[src/rtl/instr_fetch_unit_if.sv]
// rtl/instr_fetch_unit_if.sv - instruction memory request/valid fetch bus
interface instr_fetch_unit_if #(
  parameter int DATA_W = 16,
  parameter int PC_W   = 12
);
  logic              imem_req;
  logic [PC_W-1:0]   imem_addr;
  logic [DATA_W-1:0] imem_rdata;
  logic              imem_valid;

  modport master (
    output imem_req,
    output imem_addr,
    input  imem_rdata,
    input  imem_valid
  );

  modport slave (
    input  imem_req,
    input  imem_addr,
    output imem_rdata,
    output imem_valid
  );
endinterface

[src/rtl/instr_fetch_unit.sv]
// rtl/instr_fetch_unit.sv - PC and IR with request/valid fetch FSM
// Optional wait-state timeout is built when IFETCH_TIMEOUT_EN is defined.
module instr_fetch_unit #(
  parameter int              DATA_W         = 16,
  parameter int              PC_W           = 12,
  parameter logic [PC_W-1:0] RESET_PC       = '0,
  parameter int              TIMEOUT_CYCLES = 15
) (
  input  logic               clk,
  input  logic               rst_n,
  input  logic               load_ir,
  input  logic               load_pc,
  input  logic               inc_pc,
  input  logic               sel_a,
  instr_fetch_unit_if.master imem,
  output logic [DATA_W-1:0]  ir,
  output logic [3:0]         opcode,
  output logic [PC_W-1:0]    addr_field,
  output logic [PC_W-1:0]    pc,
  output logic               fetch_busy,
  output logic               ir_valid,
  output logic               fetch_err
);

  localparam logic [1:0] S_IDLE = 2'd0;
  localparam logic [1:0] S_REQ  = 2'd1;
  localparam logic [1:0] S_WAIT = 2'd2;

  logic [1:0]        state_q, state_d;
  logic [PC_W-1:0]   pc_q, pc_d;
  logic [PC_W-1:0]   addr_q, addr_d;
  logic [DATA_W-1:0] ir_q, ir_d;
  logic              ir_valid_q, ir_valid_d;
  logic              timeout_hit;

  // Jump reads ir_q, so a same-edge IR capture never feeds the new PC.
  always_comb begin
    pc_d = pc_q;
    if (load_pc && sel_a) begin
      pc_d = ir_q[PC_W-1:0];
    end else if (inc_pc) begin
      pc_d = pc_q + PC_W'(1);
    end
  end

  always_comb begin
    state_d    = state_q;
    addr_d     = addr_q;
    ir_d       = ir_q;
    ir_valid_d = 1'b0;
    case (state_q)
      S_IDLE: begin
        if (load_ir) begin
          addr_d  = pc_q;
          state_d = S_REQ;
        end
      end
      S_REQ: begin
        if (imem.imem_valid) begin
          ir_d       = imem.imem_rdata;
          ir_valid_d = 1'b1;
          state_d    = S_IDLE;
        end else begin
          state_d = S_WAIT;
        end
      end
      S_WAIT: begin
        if (imem.imem_valid) begin
          ir_d       = imem.imem_rdata;
          ir_valid_d = 1'b1;
          state_d    = S_IDLE;
        end else if (timeout_hit) begin
          ir_d       = '0;
          ir_valid_d = 1'b1;
          state_d    = S_IDLE;
        end
      end
      default: state_d = S_IDLE;
    endcase
  end

  always_ff @(posedge clk or negedge rst_n) begin
    if (!rst_n) begin
      state_q    <= S_IDLE;
      pc_q       <= RESET_PC;
      addr_q     <= '0;
      ir_q       <= '0;
      ir_valid_q <= 1'b0;
    end else begin
      state_q    <= state_d;
      pc_q       <= pc_d;
      addr_q     <= addr_d;
      ir_q       <= ir_d;
      ir_valid_q <= ir_valid_d;
    end
  end

`ifdef IFETCH_TIMEOUT_EN
  localparam int CNT_W = $clog2(TIMEOUT_CYCLES + 1);

  logic [CNT_W-1:0] cnt_q, cnt_d;
  logic             err_q, err_d;

  // Counts WAIT cycles without data; any other state clears it, so REQ always starts fresh.
  assign timeout_hit = (state_q == S_WAIT) && !imem.imem_valid &&
                       (cnt_q == CNT_W'(TIMEOUT_CYCLES - 1));

  always_comb begin
    cnt_d = '0;
    if (state_q == S_WAIT) begin
      cnt_d = cnt_q + CNT_W'(1);
    end
    err_d = err_q | timeout_hit;
  end

  always_ff @(posedge clk or negedge rst_n) begin
    if (!rst_n) begin
      cnt_q <= '0;
      err_q <= 1'b0;
    end else begin
      cnt_q <= cnt_d;
      err_q <= err_d;
    end
  end

  assign fetch_err = err_q;
`else
  logic unused_timeout_cycles;

  assign unused_timeout_cycles = ^TIMEOUT_CYCLES;
  assign timeout_hit           = 1'b0;
  assign fetch_err             = 1'b0;
`endif

  assign imem.imem_req  = (state_q == S_REQ);
  assign imem.imem_addr = addr_q;
  assign fetch_busy     = (state_q != S_IDLE);
  assign ir             = ir_q;
  assign opcode         = ir_q[DATA_W-1 -: 4];
  assign addr_field     = ir_q[PC_W-1:0];
  assign pc             = pc_q;
  assign ir_valid       = ir_valid_q;

endmodule

[src/flat_wrapper.sv]
// flat-port wrapper written by rule: the top's interface ports become plain ports
module instr_fetch_unit_flat 
#(
  parameter int              DATA_W         = 16,
  parameter int              PC_W           = 12,
  parameter logic [PC_W-1:0] RESET_PC       = '0,
  parameter int              TIMEOUT_CYCLES = 15
)
  (clk, rst_n, load_ir, load_pc, inc_pc, sel_a, ir, opcode, addr_field, pc, fetch_busy, ir_valid, fetch_err, imem_imem_req, imem_imem_addr, imem_imem_rdata, imem_imem_valid);
  instr_fetch_unit_if #(.DATA_W(DATA_W), .PC_W(PC_W)) imem_i ();
  input  logic clk;
  input  logic rst_n;
  input  logic load_ir;
  input  logic load_pc;
  input  logic inc_pc;
  input  logic sel_a;
  output logic [DATA_W-1:0] ir;
  output logic [3:0] opcode;
  output logic [PC_W-1:0] addr_field;
  output logic [PC_W-1:0] pc;
  output logic fetch_busy;
  output logic ir_valid;
  output logic fetch_err;
  output wire logic [$bits(imem_i.imem_req)-1:0] imem_imem_req;
  output wire logic [$bits(imem_i.imem_addr)-1:0] imem_imem_addr;
  input wire logic [$bits(imem_i.imem_rdata)-1:0] imem_imem_rdata;
  input wire logic [$bits(imem_i.imem_valid)-1:0] imem_imem_valid;
  assign imem_imem_req = imem_i.imem_req;
  assign imem_imem_addr = imem_i.imem_addr;
  assign imem_i.imem_rdata = imem_imem_rdata;
  assign imem_i.imem_valid = imem_imem_valid;
  instr_fetch_unit #(.DATA_W(DATA_W), .PC_W(PC_W), .RESET_PC(RESET_PC), .TIMEOUT_CYCLES(TIMEOUT_CYCLES)) u_core (.clk(clk), .rst_n(rst_n), .load_ir(load_ir), .load_pc(load_pc), .inc_pc(inc_pc), .sel_a(sel_a), .imem(imem_i), .ir(ir), .opcode(opcode), .addr_field(addr_field), .pc(pc), .fetch_busy(fetch_busy), .ir_valid(ir_valid), .fetch_err(fetch_err));
endmodule
[config.mk]
export PLATFORM = sky130hd
export DESIGN_NAME = instr_fetch_unit_flat
export DESIGN_NICKNAME = d
export VERILOG_FILES = /design/src/rtl/instr_fetch_unit_if.sv /design/src/rtl/instr_fetch_unit.sv /design/src/flat_wrapper.sv
export SDC_FILE = /design/constraint.sdc
export NUM_CORES = 1
export LEC_CHECK = 0
export BUFFER_PORTS_ARGS = -buffer_cell sky130_fd_sc_hd__buf_2
export CAP_MARGIN = 40
export CORE_MARGIN = 1.5
export CORE_UTILIZATION = 31
export DETAILED_ROUTE_END_ITERATION = 10
export SETUP_SLACK_MARGIN = 0.02
export SLEW_MARGIN = 30
export SYNTH_ARGS = -nofsm -noshare
export SYNTH_HDL_FRONTEND = slang
export SYNTH_SLANG_ARGS = --single-unit
[constraint.sdc]
create_clock -name clk -period 2.1 [get_ports clk]
set_input_delay 0.315 -clock clk [delete_from_list [all_inputs] [get_ports clk]]
set_output_delay 0.315 -clock clk [all_outputs]
set_load 0.02 [all_outputs]
After elaboration in Yosys (flattened, before gate mapping)
Cells that the tools add are included.

Reduce and logical (&&, ||, !) cells: 8. Equal/unequal tests: 4. Mux-type cells: 8. $add $sub $neg: 1.

Operator list (number): $mux W12 (2); $add A12 B1 Y12 const B (1); $mux W2 (3); $pmux W2 S3 (1); $reduce_and A2 Y1 (3); $ne A2 B2 Y1 const B (2); $reduce_bool A2 Y1 (2); $eq A2 B1 Y1 const B (1); $eq A2 B2 Y1 const B (1); $logic_not A2 Y1 (1); $mux W1 (2); $reduce_or A2 Y1 (1); $logic_and A1 B1 Y1 (1).

Output and inout port bits: 60. Register bits after elaboration: 43. Bits of input ports: 23. Word-level logic and storage cells: 26.

Depth between registers and ports, before layout
Gate-level depths: netlist (run 1).

Depth in word-level cells: 3. Mapped depth: 6. Gate-level depth less buffers: 5.

Least setup slack after synthesis (run 1)
OpenSTA, ideal clock, no wires.

Kind: register -> register. From: register u_core.state_q[0]. To: register u_core.ir_q[0] (netlist: u_core.ir[0]). Required time: 1.975 ns. Stages on the path, launching flop included: 6. Arrival: 1.474 ns. Slack: 0.502 ns. Cell sequence: dfrtp_1 inv_1 ha_1 nand2_1 buf_2 mux2_2.

Word-level cells in the longest chain between the ends: 3. Elaborated cells on any way between the ends: 4. Those cells by class: eq/ne (2); reduce/logical (2).

Ends and longest elaborated chain: start: declaration (RTL line instr_fetch_unit.sv:29) `logic [1:0] state_q, state_d;`; start signal: assignment (RTL line instr_fetch_unit.sv:90) `state_q <= state_d;`; $eq A2 B1 Y1 or $eq A2 B2 Y1 (tied branches) (RTL line instr_fetch_unit.sv:51) `case (state_q)`; $reduce_or A2 Y1 (no source line) *; $reduce_and A2 Y1 (no source line) *; end signal: assignment (RTL line instr_fetch_unit.sv:93) `ir_q <= ir_d;`; end: declaration (RTL line instr_fetch_unit.sv:32) `logic [DATA_W-1:0] ir_q, ir_d;`.

Mark *: on every way between the ends. The rest lies on a longest branch, timed or not. A chain may end at the register's enable or synchronous reset.

Final worst setup path (run 1)
From: register u_core.state_q[0]. To: register u_core.addr_q[4] (netlist: u_core.imem.imem_addr[4]).

Word-level cells in the longest chain between the ends: 2.

Ends and longest elaborated chain: $logic_not A2 Y1 (RTL line instr_fetch_unit.sv:51); $reduce_and A2 Y1 (no source line); end signal: assignment (RTL line instr_fetch_unit.sv:92) `addr_q <= addr_d;`; end: declaration (RTL line instr_fetch_unit.sv:31) `logic [PC_W-1:0] addr_q, addr_d;`.

Every way passes these cells.

==> results of run 1 <==
[flip-flops by register name, indices dropped and copies added, names as in the netlist]
signal	count
u_core.imem.imem_addr	12
u_core.ir	16
u_core.ir_valid	1
u_core.pc	12
u_core.state_q	2
[worst max-delay path, cell delays in order (launching register included)]
cell and delay, ns:
dfrtp_1 0.37, inv_1 0.08, ha_1 0.22, nand2_1 0.43, mux2_2 0.40
[cells in the mapped netlist]
cell / number / share of area
buf_1: 1 / 0.0019
buf_4: 17 / 0.064
nor2_1: 14 / 0.026
and3_1: 1 / 0.0031
o21ai_0: 2 / 0.0050
xnor2_1: 5 / 0.022
mux2i_1: 1 / 0.0050
inv_1: 6 / 0.011
nand4_2: 1 / 0.0063
mux2_2: 27 / 0.15
nor4_1: 1 / 0.0031
nand2b_1: 1 / 0.0031
nand3_1: 2 / 0.0050
or4_1: 1 / 0.0038
nor3_1: 2 / 0.0050
ha_1: 5 / 0.031
a32o_1: 1 / 0.0050
nand4_1: 6 / 0.019
a21oi_1: 11 / 0.028
dfrtp_1: 43 / 0.54
conb_1: 1 / 0.0019
clkbuf_1: 2 / 0.0038
nand2_1: 7 / 0.013
o31ai_1: 1 / 0.0038
mux2_1: 1 / 0.0057
a31oi_1: 1 / 0.0031
xor2_1: 5 / 0.022
buf_2: 2 / 0.0050
[worst max path at each step]
| stage | from | end | cells after the start |
|---|---|---|---|
| finish | u_core.state_q[0]$_DFFE_PN0P_ | u_core.imem.imem_addr[4]$_DFFE_PN0P_ | 4 |
| global route | u_core.state_q[1]$_DFFE_PN0P_ | u_core.imem.imem_addr[2]$_DFFE_PN0P_ | 4 |
| CTS | u_core.state_q[0]$_DFFE_PN0P_ | u_core.imem.imem_addr[4]$_DFFE_PN0P_ | 4 |
| detailed placement | u_core.state_q[0]$_DFFE_PN0P_ | u_core.imem.imem_addr[4]$_DFFE_PN0P_ | 4 |
| global placement | u_core.state_q[0]$_DFFE_PN0P_ | u_core.imem.imem_addr[0]$_DFFE_PN0P_ | 4 |
| floorplan | u_core.state_q[0]$_DFFE_PN0P_ | u_core.ir[0]$_DFFE_PN0P_ | 5 |
[kinds of logic (layout without fill, tap and decap cells)]
logic type,count (synthesis),in the layout,share of synthesized area
muxes,29,29,0.163
adders and majority gates,5,5,0.0314
buffers and inverters,28,100,0.0861
xor gates and xnor gates,10,10,0.0440
AOI/OAI and AO/OA,16,16,0.0446
and+or+nand+nor,36,36,0.0880
other,1,1,0.00188
DFF,43,43,0.541
[timing repair]
action                                 CTS  global route
endpoints found under the hold margin   21             0
hold buffers                             1             0
gates resized for setup                  0             0
[power breakdown]
part / internal [mW] / switching, mW
Sequential: 1.24 / 0.385
Clock: 0.385 / 0.285
Combinational: 0.890 / 1.30
[layout make-up]
class | instances | area (sq um)
timing repair buffer | 86 | 453
sequential | 43 | 1080
tap | 77 | 96.3
clock buffer | 6 | 82.6
inverter | 6 | 22.5
fill | 626 | 3770
multi-input combinational | 97 | 743
clock inverter | 2 | 35.0
[routing by layer]
layer / GRT usage / up-vias
met5: 0 / -
met4: 0.0485 / 0
met3: 0.0358 / 7
met2: 0.188 / 54
met1: 0.158 / 678
li1: - / 695
==> summary.md, run 1 <==
| Metric | Value |
|---|---|
| Initial antenna violation count | `0` |
| Antenna diodes | `0` |
| DRT met1 WL | `1.78 mm` |
| Width of the die | `83.1 um` |
| Gr usage total | `0.121` |
| Period minus WS final | `1.62 ns` |
| Post-Syn Area | `0.00199 sq mm` |
| R2R Setup Slk | `0.48 ns` |
| Met3 Wirelength | `237 um` |
| Clk buf depth | `2` |
| Cts bufs inserted | `5` |
| Syn nets | `196` |
| Crit path max fanout | `13` |
| Setup crit start kind | `register` |
| Power density over cell area | `1790 mW/mm^2` |
| 1st-iter DRT viols | `65` |
| Worst hold endpoint | `u_core.ir[15]$_DFFE_PN0P_` |
| Sequential element share of the synthesized area | `0.541` |
| Met2 WL | `1.92 mm` |
| Core Area | `0.00628 sq mm` |
| CP required | `2.28 ns` |
| RSZ-0062 raised after global routing | `false` |
| Post-route setup slack | `0.483 ns` |
| Max-slew violations | `0` |
| Clk pin slew, worst setup/hold paths | `0.08 ns` |
| Design area | `0.00251 sq mm` |
| H-tree Lvls | `2` |
| First-pass GRT wire length | `6.71 mm` |
| Post-DR vias/cell | `4.52` |
| Max layer used | `met4` |
| Worst r2r src | `u_core.state_q[0]$_DFFE_PN0P_` |
| Pin count of the biggest net entering global routing | `25` |
| I/O pin count | `83` |
| Hold Vio Cnt, Final | `0` |
| Run status | `finished, final reports clean` |
| Synth-to-Final Area Change | `26.0%` |
| Cells after Synth | `168` |
| Final Power | `4.48 mW` |
| CP endpoint kind | `register` |
| Hpwl dp | `3.04 mm` |
| Final Util | `0.400` |
| Vias in the first global route | `1392` |
| CTS tree | `done` |
| Routed Antenna Nets | `0` |
| Port Buffers | `81` |
| Hold_sp | `imem_imem_rdata[15]` |
| Reg-to-Reg End | `u_core.imem.imem_addr[4]$_DFFE_PN0P_` |
| Fraction of layout cells with a size suffix above 1 | `0.504` |
| Number of synthesized register bits | `43` |
| Grt total ovfl | `0` |
| Setup bufs post-CTS | `0` |
| Initial core utilization | `0.317` |
| Commonest cells after routing, fill and taps aside | `81 x buf_2, 43 x dfrtp_1, 27 x mux2_2` |
| Max-cap violations | `0` |
| Row cnt | `29` |
| Reg2Reg Depth | `4` |
| Cell count after placement | `307` |
| Syn Area/Cell | `11.8 sq um` |
| Hold Path Stages | `2` |
| Die area | `0.00691 sq mm` |
| Most common cell after layout, fill and taps aside | `buf_2` |
| Slew margin rel. | `0.631` |
| Clock Skews | `0.00506 ns` |
| Syn. warnings | `0` |
| Fin crit share | `0.770` |
| Setup CP Type | `reg -> reg` |
| Final Non-Filler Cells | `317` |
| Library cells used by synthesis | `28` |
| Drt wl/cell | `12.6 um` |
| Placement Cell Area | `0.00237 sq mm` |
| Maximum clock rate | `618 MHz` |
| Fin nets | `267` |
| Setup violators final | `0` |
| Worst min path class | `in -> reg` |
| Hold slack | `0.246 ns` |
| Setup TNS | `0 ns` |
| Via count | `1434` |
| CP Data Arrival Time | `1.80 ns` |
| Pre-Repair DR Iteration Count | `4` |
| Leak Pwr | `1.19 nW` |
| Routability cong. | `0.789` |
| Dpl ws | `0.474 ns` |
| Worst ir drop on vdd | `732 uV` |
| Clk_lat worst skew | `0.29 ns` |
| CTS Root Cell | `clkbuf_8` |
| Die Y | `83.1 um` |
| Remaining DRCs | `0` |
| Slew @ Worst Pin | `0.552 ns` |
| Clk sinks | `43` |
| Detailed Route WL | `4.00 mm` |
Note: power is estimated with default switching activity, not from simulation.
==> run 2, diff against run 1 <==
==> constraint.sdc (replaced) <==
create_clock -name clk -period 1.6 [get_ports clk]
set_input_delay 0.24 -clock clk [delete_from_list [all_inputs] [get_ports clk]]
set_output_delay 0.24 -clock clk [all_outputs]
set_load 0.02 [all_outputs]
==> run 2 against run 1 <==
Net effect:
- the flow now finishes with violations (negative hold slack)
- sequential share of layout area down 0.37 points
- setup slack got worse by 0.34 ns
- clock skew increased by 0.0030 ns
- routed wire length up 0.42%
- count of clock-buffer cells in the layout down 1
- critical path depth is 1 higher
- clock power rose by 4.6%
- critical endpoint is now u_core.ir[8]$_DFFE_PN0P_
- largest cell class unchanged
- largest power group unchanged
==> summary.md, run 2 (synthesis results as in run 1) <==
| Metric | Value |
|---|---|
| Routability cong. | `0.812 (was 0.789)` |
| Routed Antenna Nets | `0 (unchanged)` |
| Pin count of the biggest net entering global routing | `44 (was 25)` |
| Die Y | `83.1 um (unchanged)` |
| Via count | `1446 (was 1434)` |
| Drt wl/cell | `12.5 um (was 12.6 um)` |
| Maximum clock rate | `688 MHz (was 618 MHz)` |
| Fin crit share | `0.908 (was 0.770)` |
| Pre-Repair DR Iteration Count | `4 (unchanged)` |
| I/O pin count | `83 (unchanged)` |
| Max-cap violations | `0 (unchanged)` |
| Reg-to-Reg End | `u_core.ir[8]$_DFFE_PN0P_ (was u_core.imem.imem_addr[4]$_DFFE_PN0P_)` |
| Crit path max fanout | `17 (was 13)` |
| First-pass GRT wire length | `6.76 mm (was 6.71 mm)` |
| Slew @ Worst Pin | `0.550 ns (was 0.552 ns)` |
| Hold Vio Cnt, Final | `7 (was 0)` |
| CP required | `1.79 ns (was 2.28 ns)` |
| Clk_lat worst skew | `0.30 ns (was 0.29 ns)` |
| Row cnt | `29 (unchanged)` |
| Post-DR vias/cell | `4.49 (was 4.52)` |
| Most common cell after layout, fill and taps aside | `buf_2 (unchanged)` |
| Dpl ws | `0.149 ns (was 0.474 ns)` |
| Worst r2r src | `u_core.state_q[1]$_DFFE_PN0P_ (was u_core.state_q[0]$_DFFE_PN0P_)` |
| Port Buffers | `81 (unchanged)` |
| Setup bufs post-CTS | `0 (unchanged)` |
| Max reg flops | `16 (unchanged)` |
| Seq pwr share | `0.348 (was 0.362)` |
| Leak Pwr | `1.20 nW (was 1.19 nW)` |
| Die area | `0.00691 sq mm (unchanged)` |
| Worst min path class | `in -> async (was in -> reg)` |
| Setup CP Type | `reg -> reg (unchanged)` |
| CTS tree | `done (unchanged)` |
| Final Util | `0.404 (was 0.400)` |
| Setup violators final | `0 (unchanged)` |
| Grt total ovfl | `0 (unchanged)` |
| Run status | `finished with violations (was finished, final reports clean)` |
| P_sw | `2.63 mW (was 1.97 mW)` |
| Period minus WS final | `1.45 ns (was 1.62 ns)` |
| Clk sinks | `43 (unchanged)` |
| 1st-iter DRT viols | `118 (was 65)` |
| Setup crit start kind | `register (unchanged)` |
| Cell Chain, Critical Path | `inv_1 -> ha_1 -> nand2_1 -> buf_12 -> mux2_2 (was inv_1 -> ha_1 -> nand2_1 -> mux2_2)` |
| Clock Skews | `0.00805 ns (was 0.00506 ns)` |
| Setup TNS | `0 ns (unchanged)` |
| Initial antenna violation count | `0 (unchanged)` |
| Final Non-Filler Cells | `322 (was 317)` |
| Design area | `0.00253 sq mm (was 0.00251 sq mm)` |
| Vias in the first global route | `1373 (was 1392)` |
| Gr usage total | `0.125 (was 0.121)` |
| Power density over cell area | `2310 mW/mm^2 (was 1790 mW/mm^2)` |
| Combinational share of power | `0.532 (was 0.489)` |
| Detailed Route WL | `4.02 mm (was 4.00 mm)` |
| Width of the die | `83.1 um (unchanged)` |
| Fraction of layout cells with a size suffix above 1 | `0.522 (was 0.504)` |
| Antenna diodes | `0 (unchanged)` |
| Hold slack | `-0.00633 ns (was 0.246 ns)` |
| Slew margin rel. | `0.633 (was 0.631)` |
| Fill cells | `653 (was 626)` |
| Commonest cells after routing, fill and taps aside | `81 x buf_2, 42 x dfrtp_1, 27 x mux2_2 (was 81 x buf_2, 43 x dfrtp_1, 27 x mux2_2)` |
| R2R Setup Slk | `0.15 ns (was 0.48 ns)` |
| Worst ir drop on vdd | `958 uV (was 732 uV)` |
| Internal Power | `3.23 mW (was 2.51 mW)` |
| Switching Share | `0.449 (was 0.440)` |
| Post-route setup slack | `0.146 ns (was 0.483 ns)` |
| Slowest-stage cell, CP | `dfrtp_1 (was nand2_1)` |
| Hpwl dp | `2.98 mm (was 3.04 mm)` |
| Initial core utilization | `0.317 (unchanged)` |
| Max-slew violations | `0 (unchanged)` |
| CP Data Arrival Time | `1.64 ns (was 1.80 ns)` |
| Reg2Reg Depth | `5 (was 4)` |
| Clk pwr share | `0.120 (was 0.150)` |
| Clk buf depth | `2 (unchanged)` |
| Cts bufs inserted | `5 (unchanged)` |
| Clk pin slew, worst setup/hold paths | `0.09 ns (was 0.08 ns)` |
| Synth-to-Final Area Change | `27.3% (was 26.0%)` |
| Remaining DRCs | `0 (unchanged)` |
| Fin nets | `272 (was 267)` |
| Placement Cell Area | `0.00244 sq mm (was 0.00237 sq mm)` |
| Core Area | `0.00628 sq mm (unchanged)` |
| CP endpoint kind | `register (unchanged)` |
| H-tree Lvls | `2 (unchanged)` |
| Critical Path Max Stage Delay | `0.40 ns (was 0.43 ns)` |
| Cell count after placement | `314 (was 307)` |
| RSZ-0062 raised after global routing | `false (unchanged)` |
| CTS Root Cell | `clkbuf_8 (unchanged)` |
| Violated checks | `negative hold slack` |
[run 2: cell types whose count changed in the layout (fill, tap and decap cells not counted)]
| cell | previous run | this run |
|---|---|---|
| buf_4 | 3 | 8 |
| buf_12 | 0 | 2 |
| clkinvlp_4 | 0 | 2 |
| buf_8 | 1 | 0 |
| bufinv_16 | 1 | 0 |
| clkbuf_8 | 6 | 5 |
| dfrtp_1 | 43 | 42 |
| dfrtp_2 | 0 | 1 |
| dlygate4sd3_1 | 1 | 0 |
[run 2: cell type report]
class | count | area (sq um) | area share
clock buffers | 5 | 68.8 | 0.0272
flip-flops and latches | 43 | 1080 | 0.425
well taps | 77 | 96.3 | 0.0380
repair buffers | 91 | 505 | 0.200
clock inverters | 3 | 20.0 | 0.00790
multi-input cells | 97 | 743 | 0.293
inverters | 6 | 22.5 | 0.00889
[run 2: metrics by stage]
step	hold slack, ns	power, mW
global route	0.0462	6.29
finish	-0.00633	5.86
detailed placement	0.359	5.23
CTS	0.0230	5.95
global placement	0.349	5.18
floorplan	-0.0556	4.31
[run 2: critical path, delay by kind of cell (launching register included)]
| kind | cells | cell delay (ns) |
|---|---|---|
| fa+ha+maj | 1 | 0.23 |
| buf+inv | 2 | 0.27 |
| flops | 1 | 0.40 |
| mux | 1 | 0.34 |
| simple gates | 1 | 0.10 |
[run 2: power groups by stage]
stage / Combinational [mW] / Clock, mW / Sequential (mW)
floorplan: 1.60 / 0 / 2.71
global placement: 3.12 / 0 / 2.06
detailed placement: 3.16 / 0 / 2.07
CTS: 3.16 / 0.730 / 2.05
global route: 3.36 / 0.784 / 2.14
finish: 3.12 / 0.701 / 2.04
[run 2: repair_timing]
action                                  CTS  global route
resized for setup                         0             1
endpoints found under the setup margin    0             1
endpoints found under the hold margin     0             0
hold buffers                              0             0
[run 2: per-layer routing]
metal	global-route usage	wire, um	vias to the layer above
met3	0.0378	254	7
met4	0.0591	79	0
met1	0.160	1710	679
li1	-	-	712
met2	0.195	1970	48
met5	0	0	-
[run 2: how the worst max path moves through the flow]
stage	from	end	slack [ns]
after floorplan	u_core.state_q[0]$_DFFE_PN0P_	u_core.imem.imem_addr[10]$_DFFE_PN0P_	0.03
after global placement	u_core.state_q[0]$_DFFE_PN0P_	u_core.ir[10]$_DFFE_PN0P_	0.17
after detailed placement	u_core.state_q[0]$_DFFE_PN0P_	u_core.ir[0]$_DFFE_PN0P_	0.15
after CTS	u_core.state_q[1]$_DFFE_PN0P_	fetch_busy	0.13
after global routing	u_core.state_q[0]$_DFFE_PN0P_	u_core.ir[8]$_DFFE_PN0P_	0.04
final	u_core.state_q[1]$_DFFE_PN0P_	u_core.ir[8]$_DFFE_PN0P_	0.15
